===== src/rtl/lsu_pkg.sv =====
// Shared encodings for the load/store unit: access-size codes and FSM states.
package lsu_pkg;

    localparam logic [2:0] F3_B  = 3'b000;
    localparam logic [2:0] F3_H  = 3'b001;
    localparam logic [2:0] F3_W  = 3'b010;
    localparam logic [2:0] F3_BU = 3'b100;
    localparam logic [2:0] F3_HU = 3'b101;

    typedef enum logic [2:0] {
        IDLE,
        REQ,
        WAIT_RESP,
        DONE,
        FAULT
    } lsu_state_e;

endpackage


===== src/rtl/lsu_align.sv =====
// Combinational lane logic: store byte enables and data shift with legality
// flags, and load lane extraction with sign/zero extension.
module lsu_align
    import lsu_pkg::*;
#(
    parameter int DATA_WIDTH = 32
) (
    input  logic [2:0]            st_funct3,
    input  logic [1:0]            st_off,
    input  logic [DATA_WIDTH-1:0] st_wdata,
    output logic [3:0]            st_be,
    output logic [DATA_WIDTH-1:0] st_wdata_sh,
    output logic                  misaligned,
    output logic                  illegal,
    input  logic [2:0]            ld_funct3,
    input  logic [1:0]            ld_off,
    input  logic [DATA_WIDTH-1:0] ld_rdata,
    output logic [DATA_WIDTH-1:0] ld_data
);

    logic [7:0]  b_sel;
    logic [15:0] h_sel;

    assign st_wdata_sh = st_wdata << {st_off, 3'b000};

    // NOTE: every output gets a default before the case so no latch is inferred.
    always_comb begin
        st_be      = 4'b0000;
        misaligned = 1'b0;
        illegal    = 1'b0;
        case (st_funct3)
            F3_B, F3_BU: st_be = 4'b0001 << st_off;
            F3_H, F3_HU: begin
                st_be      = 4'b0011 << st_off;
                misaligned = st_off[0];
            end
            F3_W: begin
                st_be      = 4'b1111;
                misaligned = (st_off != 2'b00);
            end
            default: illegal = 1'b1;
        endcase
    end

    always_comb begin
        case (ld_off)
            2'd0:    b_sel = ld_rdata[7:0];
            2'd1:    b_sel = ld_rdata[15:8];
            2'd2:    b_sel = ld_rdata[23:16];
            default: b_sel = ld_rdata[31:24];
        endcase
        h_sel = ld_off[1] ? ld_rdata[31:16] : ld_rdata[15:0];

        case (ld_funct3)
            F3_B:    ld_data = {{(DATA_WIDTH-8){b_sel[7]}}, b_sel};
            F3_BU:   ld_data = {{(DATA_WIDTH-8){1'b0}}, b_sel};
            F3_H:    ld_data = {{(DATA_WIDTH-16){h_sel[15]}}, h_sel};
            F3_HU:   ld_data = {{(DATA_WIDTH-16){1'b0}}, h_sel};
            F3_W:    ld_data = ld_rdata;
            default: ld_data = '0;
        endcase
    end

endmodule


===== src/rtl/load_store_unit.sv =====
// Memory stage: turns execute-stage accesses into req/gnt/rvalid bus
// transactions and returns extended load data with a completion pulse.
module load_store_unit
    import lsu_pkg::*;
#(
    parameter int DATA_WIDTH     = 32,
    parameter int TIMEOUT_CYCLES = 255
) (
    input  logic                  clk,
    input  logic                  rst_n,
    input  logic                  ex_valid,
    output logic                  ex_ready,
    input  logic                  MemRead,
    input  logic                  MemWrite,
    input  logic [2:0]            funct3,
    input  logic [DATA_WIDTH-1:0] ALUResult,
    input  logic [DATA_WIDTH-1:0] WriteData,
    output logic                  mem_req,
    output logic                  mem_we,
    output logic [DATA_WIDTH-1:0] mem_addr,
    output logic [3:0]            mem_be,
    output logic [DATA_WIDTH-1:0] mem_wdata,
    input  logic                  mem_gnt,
    input  logic                  mem_rvalid,
    input  logic [DATA_WIDTH-1:0] mem_rdata,
    output logic [DATA_WIDTH-1:0] ReadData,
    output logic                  wb_valid,
    output logic                  fault
);

    localparam int CNT_W = $clog2(TIMEOUT_CYCLES + 1);
    localparam logic [CNT_W-1:0] CNT_LAST = CNT_W'(TIMEOUT_CYCLES - 1);

    lsu_state_e            state_q, state_d;
    logic [CNT_W-1:0]      cnt_q, cnt_d;
    logic                  mem_req_q, mem_req_d;
    logic                  mem_we_q, mem_we_d;
    logic [DATA_WIDTH-1:0] mem_addr_q, mem_addr_d;
    logic [3:0]            mem_be_q, mem_be_d;
    logic [DATA_WIDTH-1:0] mem_wdata_q, mem_wdata_d;
    logic [DATA_WIDTH-1:0] rdata_q, rdata_d;
    logic                  wb_valid_q, wb_valid_d;
    logic                  fault_q, fault_d;
    logic [2:0]            f3_q, f3_d;
    logic [1:0]            off_q, off_d;

    logic                  accept;
    logic [3:0]            st_be;
    logic [DATA_WIDTH-1:0] st_wdata_sh;
    logic                  misaligned;
    logic                  illegal;
    logic [DATA_WIDTH-1:0] ld_data;

    lsu_align #(.DATA_WIDTH(DATA_WIDTH)) u_align (
        .st_funct3   (funct3),
        .st_off      (ALUResult[1:0]),
        .st_wdata    (WriteData),
        .st_be       (st_be),
        .st_wdata_sh (st_wdata_sh),
        .misaligned  (misaligned),
        .illegal     (illegal),
        .ld_funct3   (f3_q),
        .ld_off      (off_q),
        .ld_rdata    (mem_rdata),
        .ld_data     (ld_data)
    );

    assign ex_ready = (state_q == IDLE);
    assign accept   = ex_valid && ex_ready && (MemRead || MemWrite);

    always_comb begin
        state_d     = state_q;
        cnt_d       = cnt_q;
        mem_req_d   = 1'b0;
        mem_we_d    = mem_we_q;
        mem_addr_d  = mem_addr_q;
        mem_be_d    = mem_be_q;
        mem_wdata_d = mem_wdata_q;
        rdata_d     = rdata_q;
        wb_valid_d  = 1'b0;
        fault_d     = 1'b0;
        f3_d        = f3_q;
        off_d       = off_q;

        case (state_q)
            IDLE: begin
                if (accept) begin
                    if (illegal || misaligned) begin
                        state_d    = FAULT;
                        wb_valid_d = 1'b1;
                        fault_d    = 1'b1;
                        rdata_d    = '0;
                    end else begin
                        state_d     = REQ;
                        cnt_d       = '0;
                        mem_req_d   = 1'b1;
                        mem_we_d    = MemWrite;   // read+write together counts as a store
                        mem_addr_d  = {ALUResult[DATA_WIDTH-1:2], 2'b00};
                        mem_be_d    = st_be;
                        mem_wdata_d = st_wdata_sh;
                        f3_d        = funct3;
                        off_d       = ALUResult[1:0];
                    end
                end
            end
            REQ: begin
                if (mem_gnt) begin
                    if (mem_we_q) begin
                        state_d    = DONE;
                        wb_valid_d = 1'b1;
                        rdata_d    = '0;
                    end else begin
                        state_d = WAIT_RESP;
                        cnt_d   = '0;
                    end
                end else if (cnt_q == CNT_LAST) begin
                    state_d    = FAULT;
                    wb_valid_d = 1'b1;
                    fault_d    = 1'b1;
                    rdata_d    = '0;
                end else begin
                    cnt_d     = cnt_q + CNT_W'(1);
                    mem_req_d = 1'b1;
                end
            end
            WAIT_RESP: begin
                if (mem_rvalid) begin
                    state_d    = DONE;
                    wb_valid_d = 1'b1;
                    rdata_d    = ld_data;
                end else if (cnt_q == CNT_LAST) begin
                    state_d    = FAULT;
                    wb_valid_d = 1'b1;
                    fault_d    = 1'b1;
                    rdata_d    = '0;
                end else begin
                    cnt_d = cnt_q + CNT_W'(1);
                end
            end
            DONE:    state_d = IDLE;
            FAULT:   state_d = IDLE;
            default: state_d = IDLE;
        endcase
    end

    // NOTE: sequential state uses non-blocking assignments; every flop,
    // datapath included, is reset so the bus sees known values after reset.
    always_ff @(posedge clk or negedge rst_n) begin
        if (!rst_n) begin
            state_q     <= IDLE;
            cnt_q       <= '0;
            mem_req_q   <= 1'b0;
            mem_we_q    <= 1'b0;
            mem_addr_q  <= '0;
            mem_be_q    <= 4'b0000;
            mem_wdata_q <= '0;
            rdata_q     <= '0;
            wb_valid_q  <= 1'b0;
            fault_q     <= 1'b0;
            f3_q        <= 3'b000;
            off_q       <= 2'b00;
        end else begin
            state_q     <= state_d;
            cnt_q       <= cnt_d;
            mem_req_q   <= mem_req_d;
            mem_we_q    <= mem_we_d;
            mem_addr_q  <= mem_addr_d;
            mem_be_q    <= mem_be_d;
            mem_wdata_q <= mem_wdata_d;
            rdata_q     <= rdata_d;
            wb_valid_q  <= wb_valid_d;
            fault_q     <= fault_d;
            f3_q        <= f3_d;
            off_q       <= off_d;
        end
    end

    assign mem_req   = mem_req_q;
    assign mem_we    = mem_we_q;
    assign mem_addr  = mem_addr_q;
    assign mem_be    = mem_be_q;
    assign mem_wdata = mem_wdata_q;
    assign ReadData  = rdata_q;
    assign wb_valid  = wb_valid_q;
    assign fault     = fault_q;

endmodule


===== config.mk =====
export PLATFORM = sky130hd
export DESIGN_NAME = load_store_unit
export DESIGN_NICKNAME = d
export VERILOG_FILES = /design/src/rtl/lsu_pkg.sv /design/src/rtl/lsu_align.sv /design/src/rtl/load_store_unit.sv
export SDC_FILE = /design/constraint.sdc
export NUM_CORES = 1
export LEC_CHECK = 0
export BUFFER_PORTS_ARGS = -buffer_cell sky130_fd_sc_hd__buf_2
export CAP_MARGIN = 10
export CORE_MARGIN = 5
export CORE_UTILIZATION = 45
export DETAILED_ROUTE_END_ITERATION = 10
export PLACE_DENSITY = 0.86
export SLEW_MARGIN = 40
export SYNTH_ARGS = -nofsm -noshare
export SYNTH_HDL_FRONTEND = slang
export SYNTH_SLANG_ARGS = --single-unit

===== constraint.sdc =====
create_clock -name clk -period 1.81 [get_ports clk]
set_input_delay 0.0905 -clock clk [delete_from_list [all_inputs] [get_ports clk]]
set_output_delay 0.0905 -clock clk [all_outputs]
set_load 0.02 [all_outputs]

==> run summary <==
Slew margin rel.: 0.6381
Via Count: 6081
Yosys top cell by area: dfrtp_1
Violated checks: setup timing
Final ANT Viol Nets: 0
Drt first-iter violations: 657
Total GRT Usage: 0.2836
Initial antenna violation count: 1
Initial Utilization: 0.4534
Pin count of the biggest net entering global routing: 41
Min Tclk post-route: 1946 ps
CTS H-tree depth: 4
Worst-Margin Slew: 542.3 ps
Synth top cells by count: dfrtp_1 (118), nand2_1 (48), mux2_2 (44)
Core Rows: 41
Status: complete, but fails checks
Internal power: 9.475 mW
Routability cong.: 0.8536
Sequential fraction of the synthesis area: 0.5203
Power Dens Cells: 1737 nW/um^2
Achievable Freq: 513.8 MHz
Crit end category: flop
Crit Path Class: reg2reg
Place WS: -252.6 ps
Vias in the first global route: 6093
Syn-to-layout area delta: 60.78%
Count of flip-flops with a built-in enable after synthesis: 0
Die width: 122.3 um
Lkg Pwr: 4.409 nW
Pwr Total: 15.85 mW
Element type at the critical path start: flop
Synth top area share: 0.5203
# port buffers: 208
WP depth: 6
Latest clock arrival within the worst-skew pair: 420 ps
Vias/cell: 5.997
Reg area: 2953 sq um
Maximum VDD drop: 0.9826 mV
Max Slew Vio Count: 0
RSZ-0062 raised after global routing: true
Fillers: 778
Worst setup margin: -136.1 ps
GR Overflow Total: 0
Global-route wire length before repair: 32680 um
Hold path depth: 3
Post-Synthesis Cells: 508
Slowest stage delay, CP: 560 ps
# IOs: 211
Synth Warn #: 0
Switching Share: 0.4021
Power share of the clock group: 0.241
DRC viols: 0
R2r worst-path depth: 6
Synth Cell Area: 5675 sq um
WL/cell: 22.81 um
TritonCTS Buffers: 17
Total core area: 12520 sq um
Period utilisation layout: 1.075
Final hold vios: 0
Pre-antenna DRT Iters: 5
Area contributors post-synth: dfrtp_1 (52%), mux2_2 (8.7%), o2bb2ai_1 (4.8%)
CTS max path bufs: 2
Worst-path fanout max: 8
CP Buf/Inv Count: 1
Seq cells post-synth: 118
Worst endpoint data arrival time: 2220 ps
Hold Path Class: in2reg
Final setup fails: 29
Clock Skew: 9.221 ps
TritonCTS clock tree: built
Clk root buf: clkbuf_16
Height of the die: 122.3 um
Critical path's slowest cell: mux4_2
Area occupied by multi-input gates: 2918 sq um
Max Cap Viol: 0
Die area: 14960 sq um
Seq pwr share: 0.286
Hpwl dp: 12680 um
Delay-heaviest family, CP: multiplexers
NetSw: 6.373 mW
Async set-reset flop share out of synthesis: 1.000
Sinks on Clock Net: 118
Cell Chain, Critical Path: mux4_2 -> buf_4 -> nand2_1 -> nor2_2 -> a221oi_1 -> o2bb2ai_1
Share of cells above drive strength 1: 0.4994
DRT Wirelength: 23130 um
Reg clk slew, reported paths: 60 ps
Main synth FF type: dfrtp_1
Cell with the most instances after synthesis: dfrtp_1
Final Net Count: 936
Worst Path Required: 2090 ps
Mapped Avg Cell Area: 11.17 sq um
Combinational share of power: 0.473
Number of distinct library cells after synthesis: 46
-- per-layer routing --
layer,GRT usage,vias to the layer above,share of wire
met2,0.4672,546,0.47
li1,-,2526,-
met4,0.1561,0,0.065
met1,0.3362,2880,0.34
met5,0,-,0
met3,0.07834,129,0.12
-- layout make-up --
cell class              count  share of cell area
diodes                      1           0.0002742
clock buffers              21             0.05156
clock inverters            11             0.02139
inverters                   7            0.003154
multi-input cells         345              0.3198
flip-flops and latches    118              0.3236
well taps                 172             0.02358
repair buffers            339              0.2567
-- power groups by stage --
stage               Sequential, mW  Combinational, mW  Clock, mW
global route                  4.67               7.89       3.98
detailed placement            4.40               6.01          0
CTS                           4.40               6.46       3.83
floorplan                     5.56               2.53          0
finish                        4.53               7.49       3.83
global placement              4.37               5.83          0
-- per-stage QoR --
step	instances	utilization	area, sq um	hold slack (ps)	TNS [ps]
finish	1014	0.7290	9125	10.76	-1703
floorplan	509	-	5679	-205.1	0
global route	1014	0.7290	9125	9.018	-4557
global placement	902	0.5759	7208	86.90	-6018
detailed placement	904	0.5777	7231	73.72	-5599
CTS	1006	0.6928	8672	1.303	-1116
-- cells by family (layout without fill, tap and decap cells) --
group                      Yosys count  count (layout)  synth area share
muxes                               70              70            0.1508
DFF                                118             118            0.5203
buffers and inverters               46             378           0.03704
AOI/OAI and AO/OA                  155             155            0.1889
other                                1               3         0.0006607
adders and majority gates            2               2          0.004408
and+or+nand+nor                    116             116           0.09788
-- state kept, by name, indices dropped and copies added, names as in the netlist --
register,cells
mem_we,1
state_q,3
mem_addr,30
ReadData,32
mem_be,4
off_q,2
cnt_q,8
mem_wdata,32
f3_q,3
fault,1
wb_valid,1
mem_req,1
-- timing repair --
item / CTS / global route
endpoints found under the hold margin: 93 / 1
resized for setup: 18 / 65
cloned: 1 / 2
setup buffers: 9 / 4
pin swaps: 7 / 11
hold buffers: 60 / 1
endpoints found under the setup margin: 32 / 94
-- worst register-to-register path, delay by kind of cell (launching register included) --
kind            cells  cell delay (ps)
mux                 1              560
flops               1              380
compound gates      2              500
simple gates        2              200
buf+inv             1              170
-- path summary, 6_finish.rpt --
check                          endpoint          from  slack, ps
min in group asynchronous      cnt_q[3]         rst_n        170
setup reg to reg            ReadData[9]      off_q[1]       -140
max in group asynchronous         fault         rst_n        950
hold reg to reg            mem_wdata[8]  mem_wdata[8]        470
setup / recovery            ReadData[9]      off_q[1]       -140
hold / removal              ReadData[8]  mem_rdata[8]         10
-- placed cells by master (no fill, tap or decap), drive strengths merged, types with 3 or more instances in the layout --
cell / count
dlygate4sd3: 61
mux2i: 18
o31ai: 9
inv: 8
a21o: 3
and3: 5
o2bb2ai: 31
nor2: 27
mux4: 8
buf: 276
clkinvlp: 3
dfrtp: 118
nor3: 3
or3: 3
a221oi: 7
nand3b: 3
nand3: 5
clkbuf: 23
mux2: 44
nor3b: 4
nor2b: 11
bufinv: 5
o21ai: 33
nand2: 48
a21oi: 42
a222oi: 8
a211oi: 9
Power figures use the tool's default switching activity.
